File: config.mk
export PLATFORM = sky130hd
export DESIGN_NAME = main_memory_arbiter_flat
export DESIGN_NICKNAME = d
export VERILOG_FILES = /design/src/rtl/main_memory_arbiter_if.sv /design/src/rtl/main_memory_arbiter.sv /design/src/flat_wrapper.sv
export SDC_FILE = /design/constraint.sdc
export NUM_CORES = 1
export LEC_CHECK = 0
export ABC_AREA = 1
export BUFFER_PORTS_ARGS = -buffer_cell sky130_fd_sc_hd__buf_2
export CAP_MARGIN = 25
export CORE_MARGIN = 4
export CORE_UTILIZATION = 47
export DETAILED_ROUTE_END_ITERATION = 10
export HOLD_SLACK_MARGIN = 0.15
export PLACE_DENSITY_LB_ADDON = 0.3
export SLEW_MARGIN = 0
export SYNTH_ARGS = -nofsm -noshare
export SYNTH_HDL_FRONTEND = slang
export SYNTH_SLANG_ARGS = --single-unit
export TNS_END_PERCENT = 1
File: constraint.sdc
create_clock -name MAIN_MEMORY_ARBITER_CLOCK_50 -period 2 [get_ports MAIN_MEMORY_ARBITER_CLOCK_50]
set_input_delay 0.2 -clock MAIN_MEMORY_ARBITER_CLOCK_50 [delete_from_list [all_inputs] [get_ports MAIN_MEMORY_ARBITER_CLOCK_50]]
set_output_delay 0.2 -clock MAIN_MEMORY_ARBITER_CLOCK_50 [all_outputs]
set_load 0.02 [all_outputs]
File: src/rtl/main_memory_arbiter_if.sv
// Bus bundle between the arbiter, its two requesters (IF, DM) and MAIN_MEMORY.
// slave  : the arbiter's view.
// master : the environment's view (requesters plus memory).
`timescale 1ns/1ps
interface main_memory_arbiter_if #(
    parameter int DATAWIDTH_BUS = 32
);
    // instruction-fetch requester
    logic                     IF_Req_In;
    logic [DATAWIDTH_BUS-1:0] IF_Addr_InBus;
    logic                     IF_Ack_Out;
    logic [DATAWIDTH_BUS-1:0] IF_Data_OutBus;
    // data-access requester
    logic                     DM_Req_In;
    logic                     DM_Wr_In;
    logic [DATAWIDTH_BUS-1:0] DM_Addr_InBus;
    logic [DATAWIDTH_BUS-1:0] DM_WData_InBus;
    logic                     DM_Ack_Out;
    logic [DATAWIDTH_BUS-1:0] DM_Data_OutBus;
    // memory port
    logic [DATAWIDTH_BUS-1:0] MEM_A_OutBus;
    logic [DATAWIDTH_BUS-1:0] MEM_B_OutBus;
    logic                     MEM_RD_Out;
    logic                     MEM_WRMain_Out;
    logic                     MEM_ACK_In;
    logic [DATAWIDTH_BUS-1:0] MEM_Data_InBus;
    // status
    logic                     Err_Out;
    logic                     Busy_Out;

    modport slave (
        input  IF_Req_In, IF_Addr_InBus,
        output IF_Ack_Out, IF_Data_OutBus,
        input  DM_Req_In, DM_Wr_In, DM_Addr_InBus, DM_WData_InBus,
        output DM_Ack_Out, DM_Data_OutBus,
        output MEM_A_OutBus, MEM_B_OutBus, MEM_RD_Out, MEM_WRMain_Out,
        input  MEM_ACK_In, MEM_Data_InBus,
        output Err_Out, Busy_Out
    );

    modport master (
        output IF_Req_In, IF_Addr_InBus,
        input  IF_Ack_Out, IF_Data_OutBus,
        output DM_Req_In, DM_Wr_In, DM_Addr_InBus, DM_WData_InBus,
        input  DM_Ack_Out, DM_Data_OutBus,
        input  MEM_A_OutBus, MEM_B_OutBus, MEM_RD_Out, MEM_WRMain_Out,
        output MEM_ACK_In, MEM_Data_InBus,
        input  Err_Out, Busy_Out
    );
endinterface

File: src/rtl/main_memory_arbiter.sv
// Round-robin arbiter sharing one MAIN_MEMORY port between IF and DM.
// IDLE -> ISSUE (strobes up, wait ACK or timeout) -> DONE (1-cycle Ack) -> IDLE.
// Every output is a flop loaded from the next-state view, so strobes appear
// the cycle after a request is sampled and nothing is combinational from inputs.
`timescale 1ns/1ps
module main_memory_arbiter #(
    parameter int DATAWIDTH_BUS  = 32,
    parameter int TIMEOUT_CYCLES = 15,
    parameter int TO_WIDTH       = 4
) (
    input  logic                  MAIN_MEMORY_ARBITER_CLOCK_50,
    input  logic                  MAIN_MEMORY_ARBITER_ResetInLow_In,
    main_memory_arbiter_if.slave  bus
);
    typedef enum logic [1:0] {S_IDLE, S_ISSUE, S_DONE} state_t;

    localparam logic [TO_WIDTH-1:0] TO_LIMIT = TO_WIDTH'(TIMEOUT_CYCLES);

    logic clk, rst_n;
    assign clk   = MAIN_MEMORY_ARBITER_CLOCK_50;
    assign rst_n = MAIN_MEMORY_ARBITER_ResetInLow_In;

    // control state
    state_t              state_q, state_d;
    logic [TO_WIDTH-1:0] cnt_q, cnt_d, cnt_inc;
    logic                last_dm_q, last_dm_d;   // 1: DM was granted last
    logic                gnt_dm_q, gnt_dm_d;     // current grantee (1: DM)
    logic                wr_q, wr_d;             // current access is a write
    logic                err_hit;

    // registered outputs
    logic [DATAWIDTH_BUS-1:0] a_q, a_d, b_q, b_d;
    logic [DATAWIDTH_BUS-1:0] if_data_q, if_data_d, dm_data_q, dm_data_d, rdata;
    logic rd_q, rd_d, wrs_q, wrs_d;
    logic if_ack_q, if_ack_d, dm_ack_q, dm_ack_d, err_q, err_d, busy_q, busy_d;

    assign cnt_inc = cnt_q + TO_WIDTH'(1);

    // State register: control flops.
    always_ff @(posedge clk or negedge rst_n) begin
        if (!rst_n) begin
            state_q   <= S_IDLE;
            cnt_q     <= '0;
            last_dm_q <= 1'b1;     // IF wins the first tie
            gnt_dm_q  <= 1'b0;
            wr_q      <= 1'b0;
        end else begin
            state_q   <= state_d;
            cnt_q     <= cnt_d;
            last_dm_q <= last_dm_d;
            gnt_dm_q  <= gnt_dm_d;
            wr_q      <= wr_d;
        end
    end

    // Next state: arbitration, timeout counting, ACK beats timeout.
    always_comb begin
        state_d   = state_q;
        cnt_d     = cnt_q;
        last_dm_d = last_dm_q;
        gnt_dm_d  = gnt_dm_q;
        wr_d      = wr_q;
        err_hit   = 1'b0;
        case (state_q)
            S_IDLE: begin
                if (bus.IF_Req_In || bus.DM_Req_In) begin
                    gnt_dm_d  = bus.DM_Req_In && (!bus.IF_Req_In || !last_dm_q);
                    last_dm_d = gnt_dm_d;
                    wr_d      = gnt_dm_d && bus.DM_Wr_In;   // IF is read-only
                    cnt_d     = '0;
                    state_d   = S_ISSUE;
                end
            end
            S_ISSUE: begin
                cnt_d = cnt_inc;
                if (bus.MEM_ACK_In) begin
                    state_d = S_DONE;
                end else if (cnt_inc == TO_LIMIT) begin
                    state_d = S_DONE;
                    err_hit = 1'b1;
                end
            end
            S_DONE: begin
                cnt_d   = '0;
                state_d = S_IDLE;
            end
            default: state_d = S_IDLE;
        endcase
    end

    // Outputs: next values of the output flops, derived from the next state.
    always_comb begin
        a_d   = '0;
        b_d   = '0;
        rd_d  = (state_d == S_ISSUE) && !wr_d;
        wrs_d = (state_d == S_ISSUE) && wr_d;
        if (state_d == S_ISSUE) begin
            if (state_q == S_IDLE) begin
                a_d = gnt_dm_d ? bus.DM_Addr_InBus : bus.IF_Addr_InBus;
                b_d = wr_d ? bus.DM_WData_InBus : '0;
            end else begin
                a_d = a_q;
                b_d = b_q;
            end
        end
        // only consumed on the ISSUE->DONE edge; timeout and writes return 0
        rdata     = (bus.MEM_ACK_In && !wr_q) ? bus.MEM_Data_InBus : '0;
        if_ack_d  = (state_d == S_DONE) && !gnt_dm_d;
        dm_ack_d  = (state_d == S_DONE) && gnt_dm_d;
        if_data_d = if_ack_d ? rdata : '0;
        dm_data_d = dm_ack_d ? rdata : '0;
        err_d     = (state_d == S_DONE) && err_hit;
        busy_d    = (state_d != S_IDLE);
    end

    // Output flops: reset drops strobes and Ack immediately.
    always_ff @(posedge clk or negedge rst_n) begin
        if (!rst_n) begin
            a_q <= '0; b_q <= '0; rd_q <= 1'b0; wrs_q <= 1'b0;
            if_ack_q <= 1'b0; dm_ack_q <= 1'b0;
            if_data_q <= '0; dm_data_q <= '0;
            err_q <= 1'b0; busy_q <= 1'b0;
        end else begin
            a_q <= a_d; b_q <= b_d; rd_q <= rd_d; wrs_q <= wrs_d;
            if_ack_q <= if_ack_d; dm_ack_q <= dm_ack_d;
            if_data_q <= if_data_d; dm_data_q <= dm_data_d;
            err_q <= err_d; busy_q <= busy_d;
        end
    end

    assign bus.MEM_A_OutBus   = a_q;
    assign bus.MEM_B_OutBus   = b_q;
    assign bus.MEM_RD_Out     = rd_q;
    assign bus.MEM_WRMain_Out = wrs_q;
    assign bus.IF_Ack_Out     = if_ack_q;
    assign bus.DM_Ack_Out     = dm_ack_q;
    assign bus.IF_Data_OutBus = if_data_q;
    assign bus.DM_Data_OutBus = dm_data_q;
    assign bus.Err_Out        = err_q;
    assign bus.Busy_Out       = busy_q;
endmodule

File: src/flat_wrapper.sv
// flat-port wrapper written by rule: the top's interface ports become plain ports
module main_memory_arbiter_flat 
#(
    parameter int DATAWIDTH_BUS  = 32,
    parameter int TIMEOUT_CYCLES = 15,
    parameter int TO_WIDTH       = 4
)
  (MAIN_MEMORY_ARBITER_CLOCK_50, MAIN_MEMORY_ARBITER_ResetInLow_In, bus_IF_Req_In, bus_IF_Addr_InBus, bus_IF_Ack_Out, bus_IF_Data_OutBus, bus_DM_Req_In, bus_DM_Wr_In, bus_DM_Addr_InBus, bus_DM_WData_InBus, bus_DM_Ack_Out, bus_DM_Data_OutBus, bus_MEM_A_OutBus, bus_MEM_B_OutBus, bus_MEM_RD_Out, bus_MEM_WRMain_Out, bus_MEM_ACK_In, bus_MEM_Data_InBus, bus_Err_Out, bus_Busy_Out);
  main_memory_arbiter_if #(.DATAWIDTH_BUS(DATAWIDTH_BUS)) bus_i ();
  input  logic MAIN_MEMORY_ARBITER_CLOCK_50;
  input  logic MAIN_MEMORY_ARBITER_ResetInLow_In;
  input wire logic [$bits(bus_i.IF_Req_In)-1:0] bus_IF_Req_In;
  input wire logic [$bits(bus_i.IF_Addr_InBus)-1:0] bus_IF_Addr_InBus;
  output wire logic [$bits(bus_i.IF_Ack_Out)-1:0] bus_IF_Ack_Out;
  output wire logic [$bits(bus_i.IF_Data_OutBus)-1:0] bus_IF_Data_OutBus;
  input wire logic [$bits(bus_i.DM_Req_In)-1:0] bus_DM_Req_In;
  input wire logic [$bits(bus_i.DM_Wr_In)-1:0] bus_DM_Wr_In;
  input wire logic [$bits(bus_i.DM_Addr_InBus)-1:0] bus_DM_Addr_InBus;
  input wire logic [$bits(bus_i.DM_WData_InBus)-1:0] bus_DM_WData_InBus;
  output wire logic [$bits(bus_i.DM_Ack_Out)-1:0] bus_DM_Ack_Out;
  output wire logic [$bits(bus_i.DM_Data_OutBus)-1:0] bus_DM_Data_OutBus;
  output wire logic [$bits(bus_i.MEM_A_OutBus)-1:0] bus_MEM_A_OutBus;
  output wire logic [$bits(bus_i.MEM_B_OutBus)-1:0] bus_MEM_B_OutBus;
  output wire logic [$bits(bus_i.MEM_RD_Out)-1:0] bus_MEM_RD_Out;
  output wire logic [$bits(bus_i.MEM_WRMain_Out)-1:0] bus_MEM_WRMain_Out;
  input wire logic [$bits(bus_i.MEM_ACK_In)-1:0] bus_MEM_ACK_In;
  input wire logic [$bits(bus_i.MEM_Data_InBus)-1:0] bus_MEM_Data_InBus;
  output wire logic [$bits(bus_i.Err_Out)-1:0] bus_Err_Out;
  output wire logic [$bits(bus_i.Busy_Out)-1:0] bus_Busy_Out;
  assign bus_i.IF_Req_In = bus_IF_Req_In;
  assign bus_i.IF_Addr_InBus = bus_IF_Addr_InBus;
  assign bus_IF_Ack_Out = bus_i.IF_Ack_Out;
  assign bus_IF_Data_OutBus = bus_i.IF_Data_OutBus;
  assign bus_i.DM_Req_In = bus_DM_Req_In;
  assign bus_i.DM_Wr_In = bus_DM_Wr_In;
  assign bus_i.DM_Addr_InBus = bus_DM_Addr_InBus;
  assign bus_i.DM_WData_InBus = bus_DM_WData_InBus;
  assign bus_DM_Ack_Out = bus_i.DM_Ack_Out;
  assign bus_DM_Data_OutBus = bus_i.DM_Data_OutBus;
  assign bus_MEM_A_OutBus = bus_i.MEM_A_OutBus;
  assign bus_MEM_B_OutBus = bus_i.MEM_B_OutBus;
  assign bus_MEM_RD_Out = bus_i.MEM_RD_Out;
  assign bus_MEM_WRMain_Out = bus_i.MEM_WRMain_Out;
  assign bus_i.MEM_ACK_In = bus_MEM_ACK_In;
  assign bus_i.MEM_Data_InBus = bus_MEM_Data_InBus;
  assign bus_Err_Out = bus_i.Err_Out;
  assign bus_Busy_Out = bus_i.Busy_Out;
  main_memory_arbiter #(.DATAWIDTH_BUS(DATAWIDTH_BUS), .TIMEOUT_CYCLES(TIMEOUT_CYCLES), .TO_WIDTH(TO_WIDTH)) u_core (.MAIN_MEMORY_ARBITER_CLOCK_50(MAIN_MEMORY_ARBITER_CLOCK_50), .MAIN_MEMORY_ARBITER_ResetInLow_In(MAIN_MEMORY_ARBITER_ResetInLow_In), .bus(bus_i));
endmodule
# Yosys cells after proc, flatten, opt, wreduce, memory -nomap -nowiden
# Index checks and enable logic that the tools add are counted.
[totals]
register_bits = 143
latch_bits = 0
mem_bits_rw = 0
rom_bits = 0
input_bits = 134
out_inout_bits = 134
wordCells = 65
n_memories = 0
[op_classes]
add_sub_neg = 1
multipliers = 0
div_mod_pow = 0
order_cmp = 0
n_eq_ne = 7
shifts = 0
muxes = 22
bitwise_logic = 0
n_reduce_logical = 20
[op_table]
columns = ["operator", "n"]
rows = [
  ["2-to-1 mux 32 bit", 9],
  ["one-hot mux 4 bit (3 select lines)", 1],
  ["logical AND 1 bit", 8],
  ["2-to-1 mux 1 bit", 7],
  ["2-to-1 mux 2 bit", 3],
  ["logical NOT 1 bit", 5],
  ["adder 4 x 1 -> 4 bit, second input constant", 1],
  ["== test 2 x 1 -> 1 bit, second input constant", 2],
  ["== test 2 bit, second input constant", 2],
  ["== test 4 bit, second input constant", 1],
  ["2-to-1 mux 4 bit", 1],
  ["one-hot mux 2 bit (2 select lines)", 1],
  ["AND reduction 2 bit", 2],
  ["nonzero test 3 bit", 1],
  ["logical NOT 2 bit", 1],
  ["logical OR 1 bit", 2],
  ["inequality test 2 x 1 -> 1 bit, second input constant", 1],
  ["inequality test 2 bit, second input constant", 1],
  ["nonzero test 2 bit", 1],
]

# Logic depth before layout (Yosys ltp)
[logic_depth]
ltp_word = 9
depth_mapped = 10

# Least setup slack after synthesis
# Ideal clock, no wire load.
[synth_timing]
path_kind = "flip-flop to flip-flop"
from = "reg u_core.cnt_q[0]"
to = "reg u_core.busy_q, in the netlist u_core.bus.Busy_Out"
setup_time_ps = 131
arrival_ps = 1344
t_required_ps = 1869
path_slack_ps = 525
stages_incl_launch_ff = 9
period_less_slack_ps = 1475
path_cell_list = "dfrtp_1 -> ha_1 -> nand2_1 -> nand2_1 -> nor2_1 -> nand2_2 -> buf_6 -> a21oi_1 -> nand2_1"
[synth_via]
elab_chain_cells = 6
[synth_rtl]
columns = ["element", "line_no", "source"]
rows = [
  ["start: declaration", "main_memory_arbiter.sv:25", "logic [TO_WIDTH-1:0] cnt_q, cnt_d, cnt_inc;"],
  ["start signal: assignment", "main_memory_arbiter.sv:49", "cnt_q <= cnt_d;"],
  ["adder 4 x 1 -> 4 bit", "main_memory_arbiter.sv:37", "assign cnt_inc = cnt_q + TO_WIDTH'(1);"],
  ["== test 4 bit", "main_memory_arbiter.sv:78", "end else if (cnt_inc == TO_LIMIT) begin"],
  ["2-to-1 mux 2 bit", "main_memory_arbiter.sv:78", ""],
  ["2-to-1 mux 2 bit", "main_memory_arbiter.sv:76", "if (bus.MEM_ACK_In) begin"],
  ["one-hot mux 2 bit (2 select lines)", "main_memory_arbiter.sv:64", "case (state_q)"],
  ["nonzero test 2 bit", "main_memory_arbiter.sv:113", "busy_d = (state_d != S_IDLE);"],
  ["named net u_core.busy_d", "main_memory_arbiter.sv:35", "logic if_ack_q, if_ack_d, dm_ack_q, dm_ack_d, err_q, err_d, busy_q, busy_d;"],
  ["end signal: assignment", "main_memory_arbiter.sv:127", "err_q <= err_d; busy_q <= busy_d;"],
  ["end: declaration", "main_memory_arbiter.sv:35", ""],
]
# The timed path passes the listed nets, and every way through them passes these cells.
# A chain may end at the register's enable or synchronous reset.

# Worst setup path after layout
[layout_timing]
from = "reg u_core.cnt_q[0]"
to = "reg u_core.dm_data_q[9], in the netlist u_core.bus.DM_Data_OutBus[9]"
[layout_via]
elab_chain_cells = 8
[layout_rtl]
columns = ["element", "line_no", "source"]
rows = [
  ["adder 4 x 1 -> 4 bit", "main_memory_arbiter.sv:37", ""],
  ["== test 4 bit", "main_memory_arbiter.sv:78", ""],
  ["2-to-1 mux 2 bit", "main_memory_arbiter.sv:78", ""],
  ["2-to-1 mux 2 bit", "main_memory_arbiter.sv:76", ""],
  ["one-hot mux 2 bit (2 select lines)", "main_memory_arbiter.sv:64", ""],
  ["== test 2 bit", "main_memory_arbiter.sv:109", "dm_ack_d = (state_d == S_DONE) && gnt_dm_d;"],
  ["logical AND 1 bit", "main_memory_arbiter.sv:109", ""],
  ["2-to-1 mux 32 bit", "main_memory_arbiter.sv:111", "dm_data_d = dm_ack_d ? rdata : '0;"],
  ["named net u_core.dm_data_d[9]", "main_memory_arbiter.sv:33", "logic [DATAWIDTH_BUS-1:0] if_data_q, if_data_d, dm_data_q, dm_data_d, rdata;"],
  ["end signal: assignment", "main_memory_arbiter.sv:126", "if_data_q <= if_data_d; dm_data_q <= dm_data_d;"],
  ["end: declaration", "main_memory_arbiter.sv:33", ""],
]
# The timed path passes the listed nets, and every way through them passes these cells.

==> results.cfg <==
[synth]
synthTopCellsByArea = dfrtp_1 61%, nand2_1 12%, nand3_1 11%, nor2_1 3.3%, inv_1 2.9%
synth_top_area_share_pct = 60.6
netlist_instances = 644
yosysTopAreaCell = dfrtp_1
syn_area_per_cell_um2 = 9.10
synth_flop_cell = dfrtp_1
ys_async_sr_fraction_pct = 100
syn-num-nets = 780
yosys-top-cells-count = 194 x nand2_1, 142 x dfrtp_1, 129 x nand3_1
yosysUniqueCellTypes = 24
synth_most_common_cell = nand2_1
yosysWarnings = 0
synth_area_um2 = 5860
ys_seq_elements = 143
synth_edf_count = 0
yosysSeqAreaShare_pct = 61.1

[global_route]
grt_overflow = 0
grt_pass1_vias = 6512
grt_max_degree = 48
grt_pass1_wl_um = 32700
antenna_found_initial = 0
gr-usage-all-layers_pct = 28.9

[power]
vdd_drop_max_mv = 0.615
cellPowerDensity_nw_per_um2 = 1220
p_leak_uw = 0.00529
power.total_uw = 11200

[timing]
period_needed_ns = 1.73
finClkSkew_ns = 0.00649
relSlewSlack_pct = 70.5
max_freq_ghz = 0.579
rsz0062_at_grt = false
finalSetupViolCount = 0
worstMarginPinSlew_ns = 0.443
min_period_over_period_pct = 86.3
finalSetupTns_ns = 0
hold_violations = 0
slew_violations = 0

[placement]
port-buffer-count = 267
dpl.hpwl_um = 11300
gp_congestion = 0.825

[route]
vias_per_cell = 5.12
drtIter0Drc = 582
wl_um = 20500
drcViolationCount = 0
wire_per_inst_um = 16.8
dr_total_vias = 6222
ant_nets = 0
drtPass1Iterations = 7

[worst_setup_path]
worstSetupPathType = register to register
arrival_ns = 2.05
path_cells = ha_1 > nand2_1 > nand2_1 > nor2_1 > nand2_2 > nand2_4 > nand3_4 > nor2_1
path_buf_inv = 0
crit_fanout = 33
cp-start-kind = register
crit_path_top_delay_cell = dfrtp_1
critical_path.max_stage_delay_ns = 0.42
path_delay_family = simple AND/OR/NAND/NOR gates
required_ns = 2.33
critPathCaptureType = register

[finish]
num-fill-cells = 771
multiInputGateArea_um2 = 1890
n_antenna_cell = 0
drive_gt1_share_pct = 33.1
seq_area_um2 = 3580
nets = 1172
syn2layout_area_growth_pct = 57.7

[cts]
clockBufferDepth = 2
insertion_delay_ns = 0.41
cts_tree = yes
htreeDepth = 4
cts.clk_slew.worst_paths_ns = 0.06
root_buffer = clkbuf_16
cts_inserted_buffers = 17
cts_setup_buffers = 0
clock_sinks = 143

[floorplan]
pin_count = 268
placementRows = 40
die-area_um2 = 14300
die_h_um = 120
start_util_pct = 48.4
die_w_um = 120
core_area_um2 = 12100

[hold_path]
hp-class = input port to register

[run_status]
outcome = complete, no violations

[job]
cap_violations = 0
[metal layers]
| layer | wire length, µm | track usage [%] |
|---|---|---|
| met1 | 7500 | 33.0 |
| met2 | 9920 | 47.6 |
| met3 | 2110 | 9.71 |
| met4 | 919 | 16.2 |
| met5 | 0 | 0 |
[worst reg2reg max path: cells and delay by family (launching register included)]
family,cells,cell delay (ns)
adder cells (fa/ha/maj),1,0.23
flip-flops,1,0.42
AND/OR/NAND/NOR,7,0.99
[per-stage QoR]
step | worst slack, ns | hold slack (ns) | area [µm²] | cells | util, %
final | 0.273 | 0.187 | 9240 | 1216 | 76.3
after global routing | 0.0404 | 0.220 | 9240 | 1216 | 76.3
after CTS | 0.270 | 0.156 | 9240 | 1216 | 76.3
after detailed placement | 0.303 | 0.163 | 7400 | 1056 | 61.1
after global placement | 0.361 | 0.162 | 7400 | 1056 | 61.1
after floorplan | 0.525 | -0.0956 | 5860 | 644 | -
[timing repair]
| action | 4_1_cts | 5_1_grt |
|---|---|---|
| endpoints found under the hold margin | 272 | 0 |
| hold buffers | 129 | 0 |
| resized for setup | 0 | 0 |
[registers in the layout, indices dropped and copies added (netlist names)]
signal                     flops
u_core.bus.MEM_B_OutBus       32
u_core.wr_q                    1
u_core.bus.IF_Data_OutBus     32
u_core.bus.DM_Ack_Out          1
u_core.bus.MEM_WRMain_Out      1
u_core.bus.IF_Ack_Out          1
u_core.cnt_q                   4
u_core.bus.MEM_A_OutBus       32
u_core.bus.MEM_RD_Out          1
u_core.state_q                 2
u_core.bus.Busy_Out            1
u_core.gnt_dm_q                1
u_core.last_dm_q               1
u_core.bus.Err_Out             1
u_core.bus.DM_Data_OutBus     32
[report_power, final]
| group | leakage (µW) | internal [µW] | total (µW) | switching (µW) |
|---|---|---|---|---|
| sequential | 0.00194 | 3530 | 3900 | 364 |
| clock | 0.000253 | 1760 | 2950 | 1190 |
| combinational | 0.00309 | 1400 | 4390 | 2990 |
[cells by family after synthesis]
group                      Yosys count  synth area share (%)
adders and majority gates            2                 0.427
buffers and inverters               86                  6.85
DFF                                143                  61.1
and+or+nand+nor                    405                  30.7
AOI/OAI and AO/OA                    8                 0.897
[area by class of cell]
class	instances	share of cell area [%]
sequential	143	38.7
timing repair buffer	413	30.7
multi-input combinational	415	20.4
clock buffer	21	4.98
tap	168	2.27
inverter	46	1.90
clock inverter	10	0.975
[layout by cell type, fill, tap and decap left out, types with 3 or more instances in the layout]
cell type,count
buf_12,6
buf_2,266
buf_4,11
clkbuf_16,17
clkinv_2,3
clkinvlp_4,6
dfrtp_1,142
dlygate4sd3_1,129
inv_1,44
nand2_1,194
nand2_4,3
nand3_1,129
nor2_1,50
nor2_2,20
o21ai_0,5
[final timing paths]
path | end | slack, ns | cells after the start | startpoint
max | u_core.bus.DM_Data_OutBus[9] | 0.27 | 8 | u_core.cnt_q[0]
max reg2reg | u_core.bus.DM_Data_OutBus[9] | 0.27 | 8 | u_core.cnt_q[0]
min | u_core.bus.MEM_A_OutBus[9] | 0.19 | 5 | bus_IF_Addr_InBus[9]
min reg2reg | u_core.last_dm_q | 0.46 | 2 | u_core.last_dm_q
min in group asynchronous | u_core.bus.DM_Data_OutBus[9] | 0.29 | 2 | MAIN_MEMORY_ARBITER_ResetInLow_In
max in group asynchronous | u_core.bus.IF_Data_OutBus[29] | 1.13 | 3 | MAIN_MEMORY_ARBITER_ResetInLow_In
No activity file was read; power rests on OpenSTA's default activity.
